===== config.mk =====
export PLATFORM = sky130hd
export DESIGN_NAME = debounce_bank
export DESIGN_NICKNAME = d
export VERILOG_FILES = /design/src/rtl/debounce_bank.sv
export SDC_FILE = /design/constraint.sdc
export NUM_CORES = 1
export LEC_CHECK = 0
export CAP_MARGIN = 20
export CORE_MARGIN = 8
export CORE_UTILIZATION = 45
export DETAILED_ROUTE_END_ITERATION = 10
export PLACE_DENSITY = 0.63
export SLEW_MARGIN = 20
export SYNTH_ARGS = -nofsm -noshare
export SYNTH_HDL_FRONTEND = slang
export SYNTH_SLANG_ARGS = --single-unit

===== constraint.sdc =====
create_clock -name clk -period 2.5 [get_ports clk]
set_input_delay 0.25 -clock clk [delete_from_list [all_inputs] [get_ports clk]]
set_output_delay 0.25 -clock clk [all_outputs]
set_load 0.01 [all_outputs]

===== src/rtl/debounce_bank.sv =====
// Multi-channel switch/button debouncer: per-bit synchroniser and stability counter,
// one shared sample-tick prescaler, registered level plus one-cycle rise/fall pulses.
module debounce_bank #(
    parameter int unsigned      WIDTH        = 26,
    parameter int unsigned      TICK_CYCLES  = 1_000_000,
    parameter int unsigned      STABLE_TICKS = 4,
    parameter int unsigned      SYNC_STAGES  = 2,
    parameter logic [WIDTH-1:0] INIT         = '0
) (
    input  logic             clk,
    input  logic             rst,
    input  logic [WIDTH-1:0] sig_i,
    output logic [WIDTH-1:0] sig_o,
    output logic [WIDTH-1:0] rise_o,
    output logic [WIDTH-1:0] fall_o,
    output logic             changed_o,
    output logic             tick_o
);

    localparam int unsigned     PcW    = (TICK_CYCLES > 1) ? $clog2(TICK_CYCLES) : 1;
    localparam int unsigned     CntW   = $clog2(STABLE_TICKS) + 1;
    localparam logic [PcW-1:0]  PcMax  = PcW'(TICK_CYCLES - 1);
    localparam logic [CntW-1:0] CntMax = CntW'(STABLE_TICKS - 1);

    logic [WIDTH-1:0] sync_q [SYNC_STAGES];
    logic [WIDTH-1:0] sync;
    logic [PcW-1:0]   pc_q, pc_d;
    logic             tick;
    logic [CntW-1:0]  cnt_q [WIDTH];
    logic [CntW-1:0]  cnt_d [WIDTH];
    logic [WIDTH-1:0] flip;
    logic [WIDTH-1:0] sig_q, sig_d;
    logic [WIDTH-1:0] rise_q, rise_d;
    logic [WIDTH-1:0] fall_q, fall_d;
    logic             changed_q, changed_d;

    always_ff @(posedge clk) begin
        if (rst) begin
            for (int k = 0; k < SYNC_STAGES; k++) begin
                sync_q[k] <= INIT;
            end
        end else begin
            sync_q[0] <= sig_i;
            for (int k = 1; k < SYNC_STAGES; k++) begin
                sync_q[k] <= sync_q[k-1];
            end
        end
    end

    assign sync = sync_q[SYNC_STAGES-1];

    assign tick = (pc_q == PcMax);

    always_comb begin
        pc_d = tick ? '0 : pc_q + PcW'(1);
    end

    // Any cycle where the synchronised input agrees with the output restarts that channel.
    always_comb begin
        flip = '0;
        for (int i = 0; i < WIDTH; i++) begin
            cnt_d[i] = cnt_q[i];
            if (sync[i] == sig_q[i]) begin
                cnt_d[i] = '0;
            end else if (tick) begin
                if (cnt_q[i] == CntMax) begin
                    flip[i]  = 1'b1;
                    cnt_d[i] = '0;
                end else begin
                    cnt_d[i] = cnt_q[i] + CntW'(1);
                end
            end
        end
    end

    always_comb begin
        sig_d     = sig_q ^ flip;
        rise_d    = flip & sync;
        fall_d    = flip & ~sync;
        changed_d = |flip;
    end

    always_ff @(posedge clk) begin
        if (rst) begin
            pc_q      <= '0;
            sig_q     <= INIT;
            rise_q    <= '0;
            fall_q    <= '0;
            changed_q <= 1'b0;
            for (int i = 0; i < WIDTH; i++) begin
                cnt_q[i] <= '0;
            end
        end else begin
            pc_q      <= pc_d;
            sig_q     <= sig_d;
            rise_q    <= rise_d;
            fall_q    <= fall_d;
            changed_q <= changed_d;
            for (int i = 0; i < WIDTH; i++) begin
                cnt_q[i] <= cnt_d[i];
            end
        end
    end

    assign sig_o     = sig_q;
    assign rise_o    = rise_q;
    assign fall_o    = fall_q;
    assign changed_o = changed_q;
    assign tick_o    = tick;

endmodule


**Yosys cells after proc, flatten, opt, wreduce, memory -nomap -nowiden**

Memories as Yosys holds them, arrays and structs flattened.
Index checks and enable logic that the tools add are counted.

- Memory bits (read-only): 0
- Output and inout bits: 80
- Input bits: 28
- RAM bits: 130
- Memories kept: 2
- Bits in registers: 99
- Latch bits: 0
- Word-level logic and storage cells: 308

- Div/mod/pow operators: 0
- Shift-type cells: 0
- Equal/unequal tests: 53
- $add $sub $neg: 27
- $mul: 0
- Muxes and demuxes: 187
- Reductions and logical operators: 2
- Order comparisons: 0
- Bitwise logic cells: 32

Memory list:

| name | depth | bits a word | read ports | clocked after Yosys merged registers in | write ports | line | RTL |
|---|---|---|---|---|---|---|---|
| cnt_q | 26 | 3 | 26 | 0 | 26 | 29 | `logic [CntW-1:0] cnt_q [WIDTH];` |
| sync_q | 2 | 26 | 2 | 0 | 2 | 25 | `logic [WIDTH-1:0] sync_q [SYNC_STAGES];` |

Operators by type and width:

| operator | number |
|---|---|
| 2-to-1 mux 3 bit | 104 |
| 2-to-1 mux 1 bit | 81 |
| adder 3 x 1 -> 3 bit (second input constant) | 26 |
| == test 3 x 2 -> 1 bit (second input constant) | 26 |
| bitwise AND 26 bit | 2 |
| 2-to-1 mux 26 bit | 2 |
| OR 1 bit | 28 |
| == test 1 bit | 26 |
| NOT 26 bit | 1 |
| OR reduction 26 bit | 1 |
| bitwise XOR 26 bit | 1 |
| adder 20 x 1 -> 20 bit (second input constant) | 1 |
| == test 20 bit (second input constant) | 1 |
| OR reduction 2 bit | 1 |

**Longest topological paths before layout**

Gate-level depths: netlist of run 1.

- Depth after elaboration: 5
- Depth in mapped cells: 9
- Depth with buffers taken out: 7

**Worst setup path after synthesis of run 1**

No wires, ideal clock.

- Path kind: register to register
- From: mem cnt_q[1][18] (netlist name)
- To: reg changed_q, in the netlist changed_o
- Data arrival time: 1.663 ns
- Required time: 2.362 ns
- Path buffers: 0
- Setup slack: 0.698 ns
- Library setup time: 0.138 ns
- Stages on the path, launching flop included: 7
- Clock period less this slack: 1.802 ns
- Cell sequence: dfxtp_1 ha_1 nand2b_1 o22ai_1 or4_1 a2111oi_0 a31oi_1

RTL lines:

| what | line | RTL |
|---|---|---|
| start, declared | 29 |  |
| end signal, assigned | 98 | `changed_q <= changed_d;` |
| end, declared | 35 | `logic changed_q, changed_d;` |

**Final worst setup path of run 1**

- From: reg pc_q[0]
- To: out tick_o

- Cells in the longest elaborated chain, start to end: 1

RTL lines:

| what | line | RTL |
|---|---|---|
| start, declared | 27 | `logic [PcW-1:0] pc_q, pc_d;` |
| start signal, assigned | 94 | `pc_q <= pc_d;` |
| == test 20 bit | 52 | `assign tick = (pc_q == PcMax);` |
| end, declared | 17 | `output logic tick_o` |

No other way between the ends.

==> impl_metrics.tcl, run 1 <==
set metrics [dict create \
    status "completed" \
    synthArstFlopShare 0 \
    drtPass1Iterations 4 \
    cts_buffers 25 \
    fin_nets 1090 \
    clkTransAtPathRegs_ns 0.06 \
    die-area_um2 24300 \
    route.vias.total 6611 \
    reg2reg_from "cnt_q[1][24]" \
    slowest_stage "clkdlybuf4s50_1" \
    h-tree-depth 1 \
    hpwlAfterDp_um 13000 \
    first_global_vias 6350 \
    synth_edf_count 0 \
    clockBufferDepth 3 \
    drt-initial-drc-count 345 \
    rsz0062_at_grt "no" \
    avgSynthCellArea_um2 9.43 \
    clock_latency_ns 0.51 \
    fp.dieW_um 156 \
    tns_ns 0 \
    min_path_type "input port to flip-flop" \
    cts_tree "yes" \
    port-buffer-count 107 \
    crit_family "buffers and inverters" \
    maxSlewHeadroom 0.515 \
    p_total_mw 7.43 \
    initial_core_util 0.455 \
    worst-setup-path-type "flip-flop to primary output" \
    synth_flop_cell "dfxtp_1" \
    power.density_nw_per_um2 680 \
    hold_violations 0 \
    row_count 51 \
    core_um2 19300 \
    gp_congestion 0.734 \
    seq_area_frac_synth 0.521 \
    drv_slew 0 \
    holdWs_ns 0.131 \
    worst_ep_arrival_time_ns 2.15 \
    final_common_cell "dfxtp_1" \
    area_delta_synth_final_pct 24.0 \
    seq_power_share 0.501 \
    path_cells "ha_2, nand2_1, nor2_8, nand2_4, inv_2, clkdlybuf4s50_1" \
    required_ns 2.25 \
    critPathMaxFanout 4 \
    clock-sinks 229 \
    ys_types 38 \
    slowest_delay_ns 0.57 \
    cts-root-buf "clkbuf_16" \
    switching_share 0.206 \
    drt-total-wl_um 19200 \
    dp_cells 1273 \
    worstHoldStart "rst" \
    fin_skew_ns 0.0146 \
    cp_num_buf_inv 2 \
    clkPwrFrac 0.477 \
    n_antenna_cell 0 \
    layout-drive-gt1-share 0.103 \
    synth_fp_nets 989 \
    hold_buffers 0 \
    fin_cells 1319 \
    postRouteAntennaNets 0 \
    cp-startpoint "pc_q[0]" \
    cp-end-kind "primary output" \
    period_needed_ns 2.40 \
    tightestPinTransition_ns 0.721 \
    p_leak_nw 3.79 \
    max_cap_viol_count 0 \
    ys_seq_elements 229 \
    p_switching_mw 1.53 \
    fillers 1765 \
    ir_drop_mv 0.518 \
    timing.final.ws_setup_ns 0.105 \
    p_comb_frac 0.022 \
    wl_per_cell_um 14.5 \
    worstSetupStartpointType "flip-flop" \
    grt_start_max_net_pins 127 \
    grt_overflow 0 \
    antenna_found_initial 0 \
    fin_crit_sh 0.958 \
    cts_resized 0 \
    post-cts-setup-buffers 0 \
    die_h_um 156 \
    final_cell_mix "dfxtp_1, clkdlybuf4s50_1, a21oi_1" \
    boundaryPins 108 \
    setup_violations 0 \
    post-route-drc-count 0 \
    yosysTopAreaCell "dfxtp_1" \
    synth_top_area_share 0.521 \
    syn_area_um2 8800 \
    grt_pass1_wl_um 31600 \
    syn_inst 934 \
    synth_area_leaders "dfxtp_1, nor2b_1, a21oi_1, nand3_1, ha_1" \
    vias_per_cell 5.01 \
    intPower_mw 5.90 \
    yosys_warnings 0 \
    place_ws_ns 0.334 \
    track_usage 0.156 \
    clock.fmax_mhz 418 \
]
[power by group through the flow]
stage	Combinational [mW]	Sequential [mW]	Clock (mW)
6_report	0.167	3.72	3.54
5_1_grt	0.185	3.73	3.81
4_1_cts	0.168	3.72	3.64
3_5_place_dp	0.168	3.80	0
3_3_place_gp	0.169	3.80	0
2_1_floorplan	0.101	3.80	0
[layer usage]
layer	wire, µm	GRT usage
met1	8920	0.196
met2	8880	0.266
met3	955	0.0335
met4	399	0.0416
met5	0	0
[synthesized netlist by cell type, types with 3 or more instances]
library cell / n
clkbuf_1: 28
a21oi_2: 6
nor4b_1: 7
nand2b_1: 30
nor4_1: 5
dfxtp_1: 229
o21ai_0: 25
nand2_1: 87
or3_1: 26
xnor2_1: 30
nor2b_1: 81
buf_6: 3
nor4b_2: 21
or2_2: 23
nor2_1: 69
nand3_1: 82
and3_1: 5
nor3_1: 3
xor2_1: 14
o22ai_1: 11
buf_2: 8
a21oi_1: 95
ha_1: 27
[final cells by class]
cell class                 count  area [µm²]  share of cell area
tap                          265         332              0.0304
timing repair buffer         116        1160               0.106
clock inverter                10        78.8             0.00722
clock buffer                  36         727              0.0666
multi-input combinational    660        4020               0.369
inverter                       3        11.3             0.00103
sequential                   229        4590               0.420
[path summary, 6_finish.rpt]
path / endpoint / slack, ns / cells after the start
worst max-delay path: tick_o / 0.10 / 6
worst min-delay path: sync_q[0][44] / 0.13 / 2
worst max register to register: changed_o / 0.28 / 6
worst min register to register: sync_q[0][35] / 0.43 / 1
[through the flow]
stage,utilization,instance area [µm²]
floorplan,-,8800
global placement,0.523,10100
detailed placement,0.523,10100
CTS,0.564,10900
global route,0.565,10900
finish,0.565,10900
[cells by family (layout without fill, tap and decap cells)]
logic type / count (synthesis) / after routing / share of synthesized area
flip-flops: 229 / 229 / 0.521
XOR/XNOR: 44 / 44 / 0.0438
buffers and inverters: 45 / 165 / 0.0236
AND/OR/NAND/NOR: 449 / 449 / 0.289
AO/OA/AOI/OAI: 140 / 140 / 0.0847
adder cells (fa/ha/maj): 27 / 27 / 0.0384
No activity file was read; power rests on OpenSTA's default activity.
==> inputs of run 2 (changes only) <==
CORE_ASPECT_RATIO = 0.7   (was unset)
CORE_MARGIN = unset   (was 8)
==> run 2 against run 1 <==
Net effect: utilization increased by 0.98 points; cell count decreased by 0.30%; worst hold slack got worse by 0.018 ns; routed wire length decreased by 2.2%.
==> impl_metrics.tcl, run 2 (same netlist as run 1, synthesis figures left out) <==
set metrics [dict create \
    status "completed" \
    cts_tree "yes" \
    multi_input_area_um2 4030 \
    cp-end-kind "flip-flop" \
    clkPwrFrac 0.478 \
    seq_area_um2 4590 \
    die-area_um2 20100 \
    hpwlAfterDp_um 12300 \
    grt_start_max_net_pins 78 \
    maxSlewHeadroom 0.564 \
    switching_share 0.200 \
    place_area_um2 10100 \
    grt_pass1_wl_um 30800 \
    vias_per_cell 4.97 \
    cts_buffers 22 \
    clock-sinks 229 \
    boundaryPins 108 \
    drtPass1Iterations 5 \
    setup_violations 0 \
    wl_per_cell_um 14.3 \
    initial_core_util 0.463 \
    clock_latency_ns 0.50 \
    post-cts-setup-buffers 0 \
    clockBufferDepth 3 \
    cts-root-buf "clkbuf_16" \
    fin_nets 1089 \
    h-tree-depth 1 \
    dp_cells 1274 \
    rsz0062_at_grt "no" \
    area_delta_synth_final_pct 24.2 \
    drt-total-wl_um 18700 \
    gp_congestion 0.790 \
    ir_drop_mv 0.499 \
    final_cell_mix "dfxtp_1, clkdlybuf4s50_1, a21oi_1" \
    first_global_vias 5992 \
    stdcell_area_um2 10900 \
    hold_violations 0 \
    min_path_type "input port to flip-flop" \
    worst_ep_arrival_time_ns 2.48 \
    antenna_found_initial 0 \
    port-buffer-count 107 \
    post-route-drc-count 0 \
    period_needed_ns 2.12 \
    drv_slew 0 \
    postRouteAntennaNets 0 \
    place_ws_ns 0.384 \
    p_comb_frac 0.022 \
    tns_ns 0 \
    fin_skew_ns 0.0100 \
    grt_overflow 0 \
    p_switching_mw 1.49 \
    track_usage 0.186 \
    fp.dieW_um 169 \
    intPower_mw 5.96 \
    final_common_cell "dfxtp_1" \
    tightestPinTransition_ns 0.648 \
    worst-setup-path-type "flip-flop to flip-flop" \
    seq_power_share 0.500 \
    timing.final.ws_setup_ns 0.380 \
    critPathMaxFanout 4 \
    max_cap_viol_count 0 \
    drt-initial-drc-count 413 \
    core_um2 19000 \
    clock.fmax_mhz 472 \
    power.density_nw_per_um2 681 \
    required_ns 2.86 \
    fillers 1719 \
    fin_cells 1315 \
    fin_crit_sh 0.848 \
    p_leak_nw 3.80 \
    route.vias.total 6539 \
    layout-drive-gt1-share 0.103 \
    worstSetupStartpointType "flip-flop" \
    row_count 42 \
    die_h_um 119 \
    clkTransAtPathRegs_ns 0.06 \
]
[run 2: worst paths after layout]
path | start | endpoint | slack (ns) | depth (start not counted)
worst max-delay path | cnt_q[1][18] | changed_o | 0.38 | 6
worst min-delay path | rst | sync_q[0][45] | 0.11 | 2
worst max register to register | cnt_q[1][18] | changed_o | 0.38 | 6
worst min register to register | sync_q[0][9] | sync_q[0][35] | 0.43 | 1
[run 2: stage by stage]
| stage | hold WS [ns] | util | power, mW |
|---|---|---|---|
| global route | 0.109 | 0.574 | 7.72 |
| finish | 0.113 | 0.575 | 7.45 |
| global placement | 0.416 | 0.533 | 3.97 |
| floorplan | 0.378 | - | 3.90 |
| CTS | 0.0984 | 0.574 | 7.53 |
| detailed placement | 0.420 | 0.533 | 3.97 |
[run 2: power by group through the flow]
stage | Combinational [mW] | Clock, mW | Sequential [mW]
global placement | 0.167 | 0 | 3.80
finish | 0.167 | 3.56 | 3.72
global route | 0.186 | 3.81 | 3.72
detailed placement | 0.167 | 0 | 3.80
floorplan | 0.101 | 0 | 3.80
CTS | 0.169 | 3.64 | 3.72
[run 2: cell type report]
cell class,count,share of cell area
tap,264,0.0302
clock buffer,29,0.0575
sequential,229,0.420
multi-input combinational,660,0.368
antenna,1,0.000229
clock inverter,11,0.0142
inverter,3,0.00103
timing repair buffer,118,0.109
[run 2: repair_timing]
item | CTS | global route
setup endpoints to repair | 1 | 1
hold buffers | 0 | 0
resized for setup | 1 | 5
[run 2: worst max-delay path, stage by stage, from the launching register on]
cell,delay [ns]
dfxtp_1,0.32
ha_1,0.22
nand2b_1,0.17
o22ai_1,0.13
or4_1,0.54
a2111oi_0,0.47
a31oi_1,0.13
[run 2: per-layer routing]
layer | up-vias | track usage | wire length, µm
met5 | - | 0 | 0
met4 | 0 | 0.0473 | 366
met3 | 27 | 0.0425 | 971
met2 | 141 | 0.260 | 7450
met1 | 2975 | 0.284 | 9950
li1 | 3396 | - | -
